### config.mk
export PLATFORM = sky130hd
export DESIGN_NAME = multicycle_chunk_adder
export DESIGN_NICKNAME = d
export VERILOG_FILES = /design/src/rtl/multicycle_chunk_adder.sv
export SDC_FILE = /design/constraint.sdc
export NUM_CORES = 1
export LEC_CHECK = 0
export ABC_AREA = 0
export CAP_MARGIN = 20
export CORE_ASPECT_RATIO = 0.9
export CORE_UTILIZATION = 52
export DETAILED_ROUTE_END_ITERATION = 16
export HOLD_SLACK_MARGIN = 0.03
export PLACE_DENSITY = 0.83
export SYNTH_ARGS = -nofsm -noshare
export SYNTH_HDL_FRONTEND = slang
export SYNTH_SLANG_ARGS = --single-unit
### constraint.sdc
create_clock -name clk -period 4.4 [get_ports clk]
set_input_delay 0.88 -clock clk [delete_from_list [all_inputs] [get_ports clk]]
set_output_delay 0.88 -clock clk [all_outputs]
set_load 0.01 [all_outputs]
### src/rtl/multicycle_chunk_adder.sv
// multicycle_chunk_adder
// Adds two WIDTH-bit operands CHUNK bits per clock through a registered carry,
// so a result takes N = WIDTH/CHUNK cycles. Valid/ready handshake on both sides;
// produces sum, carry-out and signed overflow.
// Optional build macro SUBTRACT_EN: adds a 'sub' input; when set at acceptance
// the block computes A-B (B inverted, carry seeded with 1, cin ignored).
//
// state    | meaning
// ---------+---------------------------------------------------------------
// ST_IDLE  | waiting for operands, in_ready=1
// ST_RUN   | rippling one chunk per clock, counter selects the chunk
// ST_DONE  | result held on outputs with out_valid=1 until out_ready
module multicycle_chunk_adder #(
  parameter int WIDTH = 8,
  parameter int CHUNK = 2
) (
  input  logic             clk,
  input  logic             rst_n,
  input  logic             in_valid,
  output logic             in_ready,
  input  logic [WIDTH-1:0] A_bus,
  input  logic [WIDTH-1:0] B_bus,
  input  logic             cin,
`ifdef SUBTRACT_EN
  input  logic             sub,
`endif
  output logic             out_valid,
  input  logic             out_ready,
  output logic [WIDTH-1:0] S_bus,
  output logic             cout,
  output logic             overflow
);

  localparam int N  = WIDTH / CHUNK;
  localparam int CW = (N > 1) ? $clog2(N) : 1;

  localparam logic [1:0] ST_IDLE = 2'd0;
  localparam logic [1:0] ST_RUN  = 2'd1;
  localparam logic [1:0] ST_DONE = 2'd2;

  // Mask covering one chunk at bit 0; shifted into place when writing the sum.
  localparam logic [WIDTH-1:0] CMASK = {WIDTH{1'b1}} >> (WIDTH - CHUNK);

  logic [1:0]       state_q, state_d;
  logic [CW-1:0]    cnt_q, cnt_d;
  logic [WIDTH-1:0] a_q, a_d;
  logic [WIDTH-1:0] b_q, b_d;
  logic             carry_q, carry_d;
  logic [WIDTH-1:0] s_q, s_d;
  logic             cout_q, cout_d;
  logic             ovf_q, ovf_d;

  logic [31:0]      sh;
  logic [CHUNK-1:0] a_chunk;
  logic [CHUNK-1:0] b_chunk;
  logic [CHUNK:0]   chunk_sum;
  logic             last_chunk;
  logic             msb_cin;

  // Select the active chunk and add it with the running carry.
  assign sh         = 32'(cnt_q) * 32'(CHUNK);
  assign a_chunk    = CHUNK'(a_q >> sh);
  assign b_chunk    = CHUNK'(b_q >> sh);
  assign chunk_sum  = {1'b0, a_chunk} + {1'b0, b_chunk} + {{CHUNK{1'b0}}, carry_q};
  assign last_chunk = (cnt_q == CW'(N - 1));
  // On the last chunk its top bit is the MSB; the carry into it is recovered
  // from the sum bit (s = a ^ b ^ c).
  assign msb_cin    = a_q[WIDTH-1] ^ b_q[WIDTH-1] ^ chunk_sum[CHUNK-1];

  // Next-state and datapath update.
  always_comb begin
    state_d = state_q;
    cnt_d   = cnt_q;
    a_d     = a_q;
    b_d     = b_q;
    carry_d = carry_q;
    s_d     = s_q;
    cout_d  = cout_q;
    ovf_d   = ovf_q;
    case (state_q)
      ST_IDLE: begin
        if (in_valid) begin
          a_d = A_bus;
`ifdef SUBTRACT_EN
          b_d     = sub ? ~B_bus : B_bus;
          carry_d = sub ? 1'b1 : cin;
`else
          b_d     = B_bus;
          carry_d = cin;
`endif
          cnt_d   = '0;
          state_d = ST_RUN;
        end
      end
      ST_RUN: begin
        s_d     = (s_q & ~(CMASK << sh)) | (WIDTH'(chunk_sum[CHUNK-1:0]) << sh);
        carry_d = chunk_sum[CHUNK];
        cnt_d   = cnt_q + CW'(1);
        if (last_chunk) begin
          cout_d  = chunk_sum[CHUNK];
          ovf_d   = msb_cin ^ chunk_sum[CHUNK];
          state_d = ST_DONE;
        end
      end
      ST_DONE: begin
        if (out_ready) state_d = ST_IDLE;
      end
      default: state_d = ST_IDLE;
    endcase
  end

  // State and datapath registers, cleared asynchronously by rst_n.
  always_ff @(posedge clk or negedge rst_n) begin
    if (!rst_n) begin
      state_q <= ST_IDLE;
      cnt_q   <= '0;
      a_q     <= '0;
      b_q     <= '0;
      carry_q <= 1'b0;
      s_q     <= '0;
      cout_q  <= 1'b0;
      ovf_q   <= 1'b0;
    end else begin
      state_q <= state_d;
      cnt_q   <= cnt_d;
      a_q     <= a_d;
      b_q     <= b_d;
      carry_q <= carry_d;
      s_q     <= s_d;
      cout_q  <= cout_d;
      ovf_q   <= ovf_d;
    end
  end

  assign in_ready  = (state_q == ST_IDLE);
  assign out_valid = (state_q == ST_DONE);
  assign S_bus     = s_q;
  assign cout      = cout_q;
  assign overflow  = ovf_q;

endmodule

==> impl_metrics.tcl <==
set metrics [dict create \
    fin_setup_tns_ns 0 \
    rsz0062_at_grt "no" \
    outcome "complete, but fails checks" \
    wl_per_cell_um 16.5 \
    drc 4 \
    worst_slew_pin_slew_ns 0.568 \
    p_per_area_mw_per_mm2 832 \
    cts_inserted_buffers 5 \
    vias 966 \
    clock_path_buffers 2 \
    antenna_found_initial 0 \
    path_cells "mux4_2, fa_1, fa_1, nor2b_1, a22o_1" \
    synth-main-ff-cell "dfrtp_1" \
    maxCapViolations 0 \
    setup_viol 0 \
    critical_path_class "reg2reg" \
    ir_worst_vdd_uv 361 \
    use_met2_pct 37.3 \
    drt_wl_total_um 2760 \
    drt_iter0_drc 33 \
    path_max_fanout 15 \
    cts_hold_buf 0 \
    start_util_pct 56.6 \
    overflow 0 \
    path_common_cell "fa_1" \
    avgViaCountPerCell 5.78 \
    start_kind "register" \
    maxSlewHeadroom_pct 62.1 \
    crit_required_ns 4.61 \
    drive_gt1_share_pct 21.6 \
    grt_pass1_vias 972 \
    clkSinkCount 31 \
    ioPinCount 33 \
    grt_max_degree 23 \
    synth_cells 101 \
    synth.net_count 128 \
    rows 17 \
    total_power_mw 1.53 \
    hold_viol_final 0 \
    fillers 179 \
    io_buffers 32 \
    timing.final.crit_share_pct 65.1 \
    gp_congestion 0.771 \
    path_clk_slew_ns 0.09 \
    hpwl_um 2110 \
    area_delta_synth_final_pct 27.9 \
    finalClockSkew_ns 0.00829 \
    violations "DRC" \
    avgSynthCellArea_um2 14.2 \
    final_core_util_pct 72.4 \
    final_antenna_net_count 0 \
    die_h_um 51.8 \
    async_reset_ff_share_pct 100 \
    fmax_mhz 349 \
    critical_path_arrival_ns 3.07 \
    hold_slack_ns 0.491 \
    core_mm2 0.00253 \
    nets 167 \
    fin_area_mm2 0.00183 \
    grt_pass1_wl_um 4740 \
    root_buffer "clkbuf_4" \
    yosysWarnings 0 \
    drv_slew 0 \
    cts_resized 0 \
    ys_ff_latch 31 \
    max_stage_delay_ns 0.71 \
    firstDrtPassIters 10 \
    finalCriticalPeriod_ns 2.86 \
    busiest_layer "met2" \
    cts_setup_buffers 0 \
    syn_area_mm2 0.00143 \
    most-common-layout-cells "32 x clkdlybuf4s50_1, 31 x dfrtp_1, 17 x mux2_2" \
    cts_max_level 2 \
    end_kind "register" \
    die_w_um 57.3 \
    synth_edf_count 0 \
    synth_cell_types 24 \
    grt_use_met1_pct 27.5 \
    groute.usage.overall_pct 22.4 \
    hold_class "reg2reg" \
    diodes 0 \
    insertion_delay_ns 0.32 \
    p_leak_nw 0.778 \
    postPlaceCellArea_mm2 0.00178 \
    cts_tree "done" \
    seqCellArea_um2 776 \
    final_common_cell "clkdlybuf4s50_1" \
    ys_seq_area_share_pct 54.1 \
    crit_slowest_cell "dfrtp_1" \
    die_area_mm2 0.00297 \
    grt_util_met3_pct 6.72 \
    multiInputGateArea_um2 619 \
]
==> layout make-up <==
type                    count  area share (%)
clock buffers               6            2.25
flip-flops and latches     31            42.3
inverters                   3           0.614
well taps                  28            1.91
repair buffers             35            19.1
multi-input cells          64            33.8
==> registers in the layout (all words and copies together) (netlist names) <==
name	flops
cnt_q	2
b_q	8
a_q	8
overflow	1
cout	1
state_q	2
carry_q	1
S_bus	8
==> synthesized netlist by cell type (2+ instances only) <==
cell,number,area (um2)
mux2_2,17,191
a32o_1,4,40.0
mux4_2,4,90.1
dfrtp_1,31,776
a22o_1,4,35.0
nor2_1,4,15.0
ha_1,4,50.1
o21ai_0,4,20.0
nand2_1,6,22.5
nor2b_1,3,18.8
fa_1,2,40.0
inv_1,3,11.3
nand2b_1,2,12.5
xnor2_1,3,26.3
==> per-stage QoR <==
stage | cells | setup WS (ns)
after floorplan | 101 | 1.99
after global placement | 160 | 1.67
after detailed placement | 160 | 1.55
after CTS | 166 | 1.54
after global routing | 167 | 1.39
final | 167 | 1.54
==> critical path: cells and delay by family, from the launching register on <==
kind	cells	cell delay [ns]
fa+ha+maj	2	0.98
simple gates	1	0.19
compound gates	1	0.27
mux	1	0.60
flops	1	0.71
==> path summary, 6_finish.rpt <==
check	startpoint	end	slack, ns	cells past startpoint
setup / recovery	cnt_q[0]$_DFFE_PN0P_	S_bus[5]$_DFFE_PN0P_	1.54	5
hold / removal	overflow$_DFFE_PN0P_	overflow$_DFFE_PN0P_	0.49	2
setup reg to reg	cnt_q[0]$_DFFE_PN0P_	S_bus[5]$_DFFE_PN0P_	1.54	5
hold reg to reg	overflow$_DFFE_PN0P_	overflow$_DFFE_PN0P_	0.49	2
max in group asynchronous	rst_n	b_q[5]$_DFFE_PN0P_	3.09	3
min in group asynchronous	rst_n	carry_q$_DFFE_PN0P_	0.73	1
==> cells by family (layout without fill, tap and decap cells) <==
| group | count (synthesis) | in the layout | synth area share, % |
|---|---|---|---|
| adder cells (fa/ha/maj) | 6 | 6 | 6.29 |
| AND/OR/NAND/NOR | 18 | 18 | 6.55 |
| buffers and inverters | 6 | 44 | 2.97 |
| XOR/XNOR | 3 | 3 | 1.83 |
| multiplexers | 21 | 21 | 19.7 |
| AO/OA/AOI/OAI | 16 | 16 | 8.56 |
| flip-flops | 31 | 31 | 54.1 |
==> per-layer routing <==
metal	wire, um	share of wire (%)	up-vias
met5	0	0	-
met4	57	2.1	0
met3	137	5.0	9
met2	1400	51	34
met1	1170	42	478
li1	-	-	445
==> where the power goes <==
| group | leakage [nW] | internal (mW) | switching [mW] | total [mW] |
|---|---|---|---|---|
| sequential | 0.375 | 0.429 | 0.130 | 0.559 |
| clock | 0.0242 | 0.0567 | 0.0852 | 0.142 |
| combinational | 0.380 | 0.473 | 0.351 | 0.824 |
(Power assumes the default switching activity.)
==> patch, RTL diff (same flow settings) <==
Add a define of `SUBTRACT_EN`.
--- a/src/rtl/multicycle_chunk_adder.sv
+++ b/src/rtl/multicycle_chunk_adder.sv
@@ -10,6 +10,8 @@
 // ST_IDLE  | waiting for operands, in_ready=1
 // ST_RUN   | rippling one chunk per clock, counter selects the chunk
 // ST_DONE  | result held on outputs with out_valid=1 until out_ready
+`define SUBTRACT_EN
+
 module multicycle_chunk_adder #(
   parameter int WIDTH = 8,
   parameter int CHUNK = 2
Interface: changed (added sub); port bits go from 33 to 34. No check against the original RTL was run, so the function may have changed too.
==> patch against the original RTL <==
Sequential cell count unchanged; count of clock-buffer cells in the layout stayed put; power shrank 3.2%; die area is 4.6% higher; setup slack got worse by 0.0085 ns; largest cell class unchanged; area after synthesis rose by 4.8%; largest power group unchanged; sequential share of layout area fell by 1.6 points; routed wire length grew 3.9%; clock skew down 0.0031 ns; design area up 4.0%.
==> patch: results (changes against the original RTL) <==
[run_status]
outcome=finished, final reports clean

[power]
ir_drop_mv=0.371  ; +2.8%
p_seq_share_pct=36.8  ; +0.2 points
p_per_area_nw_per_um2=775  ; -6.9%
swShare_pct=39.6  ; +2.4 points
p_leak_nw=0.848  ; +9.0%

[drt]
first_pass_iters=4  ; -6
post_drt_wl_per_cell_um=13.6  ; -18%
initialDrtViolationCount=16  ; -52%
routed-wl-met2_mm=1.43  ; +2.7%
drt_wl_total_mm=2.87  ; +3.9%

[logic_synthesis]
netlist_top_cells_area=dfrtp_1, nand2_1, xnor2_1, mux4_2, ha_1
synth_cell_types=25  ; +4.2%
synth-compound-area-share_pct=10.6  ; +2.0 points
yosys-top-cells-count=nand2_1, dfrtp_1, xnor2_1
synth_adder_area_share_pct=6.00  ; -0.29 points

[finish]
finish.net_count=200  ; +20%
num-fill-cells=234  ; +31%
drive_gt1_share_pct=9.36  ; -12 points

[placement]
place_area_um2=1870  ; +5.0%
finalWeightedCongestion=0.847  ; +10%
dp_hpwl_mm=2.19  ; +3.7%
post-place-cells=205  ; +28%

[sta]
finClkSkew_ns=0.00521  ; -0.00308 ns
whs_ns=0.482  ; -0.00926 ns

[grt]
grt_usage_pct=22.3  ; -0.13 points
met3_usage_pct=7.33  ; +0.62 points

[hold_path]
min_from=a_q[5]
whs_endpoint=a_q[5]

[critical_path]
r2r-end=overflow
r2r_cells=6  ; +1

patch: cell count changes after synthesis, sizes merged, moves of 3 or more:
cell   unedited run  this run
mux2             17         1
nand2             6        38
nand3             0         3
xnor2             3        11
o21ai             4        13
patch: cells by family (layout without fill, tap and decap cells):
group                      Yosys count  in the layout
adders and majority gates            6              6
and+or+nand+nor                     52             52
xor gates and xnor gates            11             11
DFF                                 31             31
buffers and inverters                8             44
muxes                                5              5
AOI/OAI and AO/OA                   22             22
patch: final cells by class:
class | instances | area share [%]
inverters | 3 | 0.591
clock buffers | 6 | 2.17
well taps | 40 | 2.62
flip-flops and latches | 31 | 40.7
repair buffers | 35 | 18.5
multi-input cells | 96 | 35.4
patch: critical path: stages (launching register included):
cell and delay, ns:
dfrtp_1 0.72, mux4_2 0.60, fa_1 0.43, fa_1 0.52, xnor2_1 0.25, xnor2_1 0.15, o21ai_0 0.09
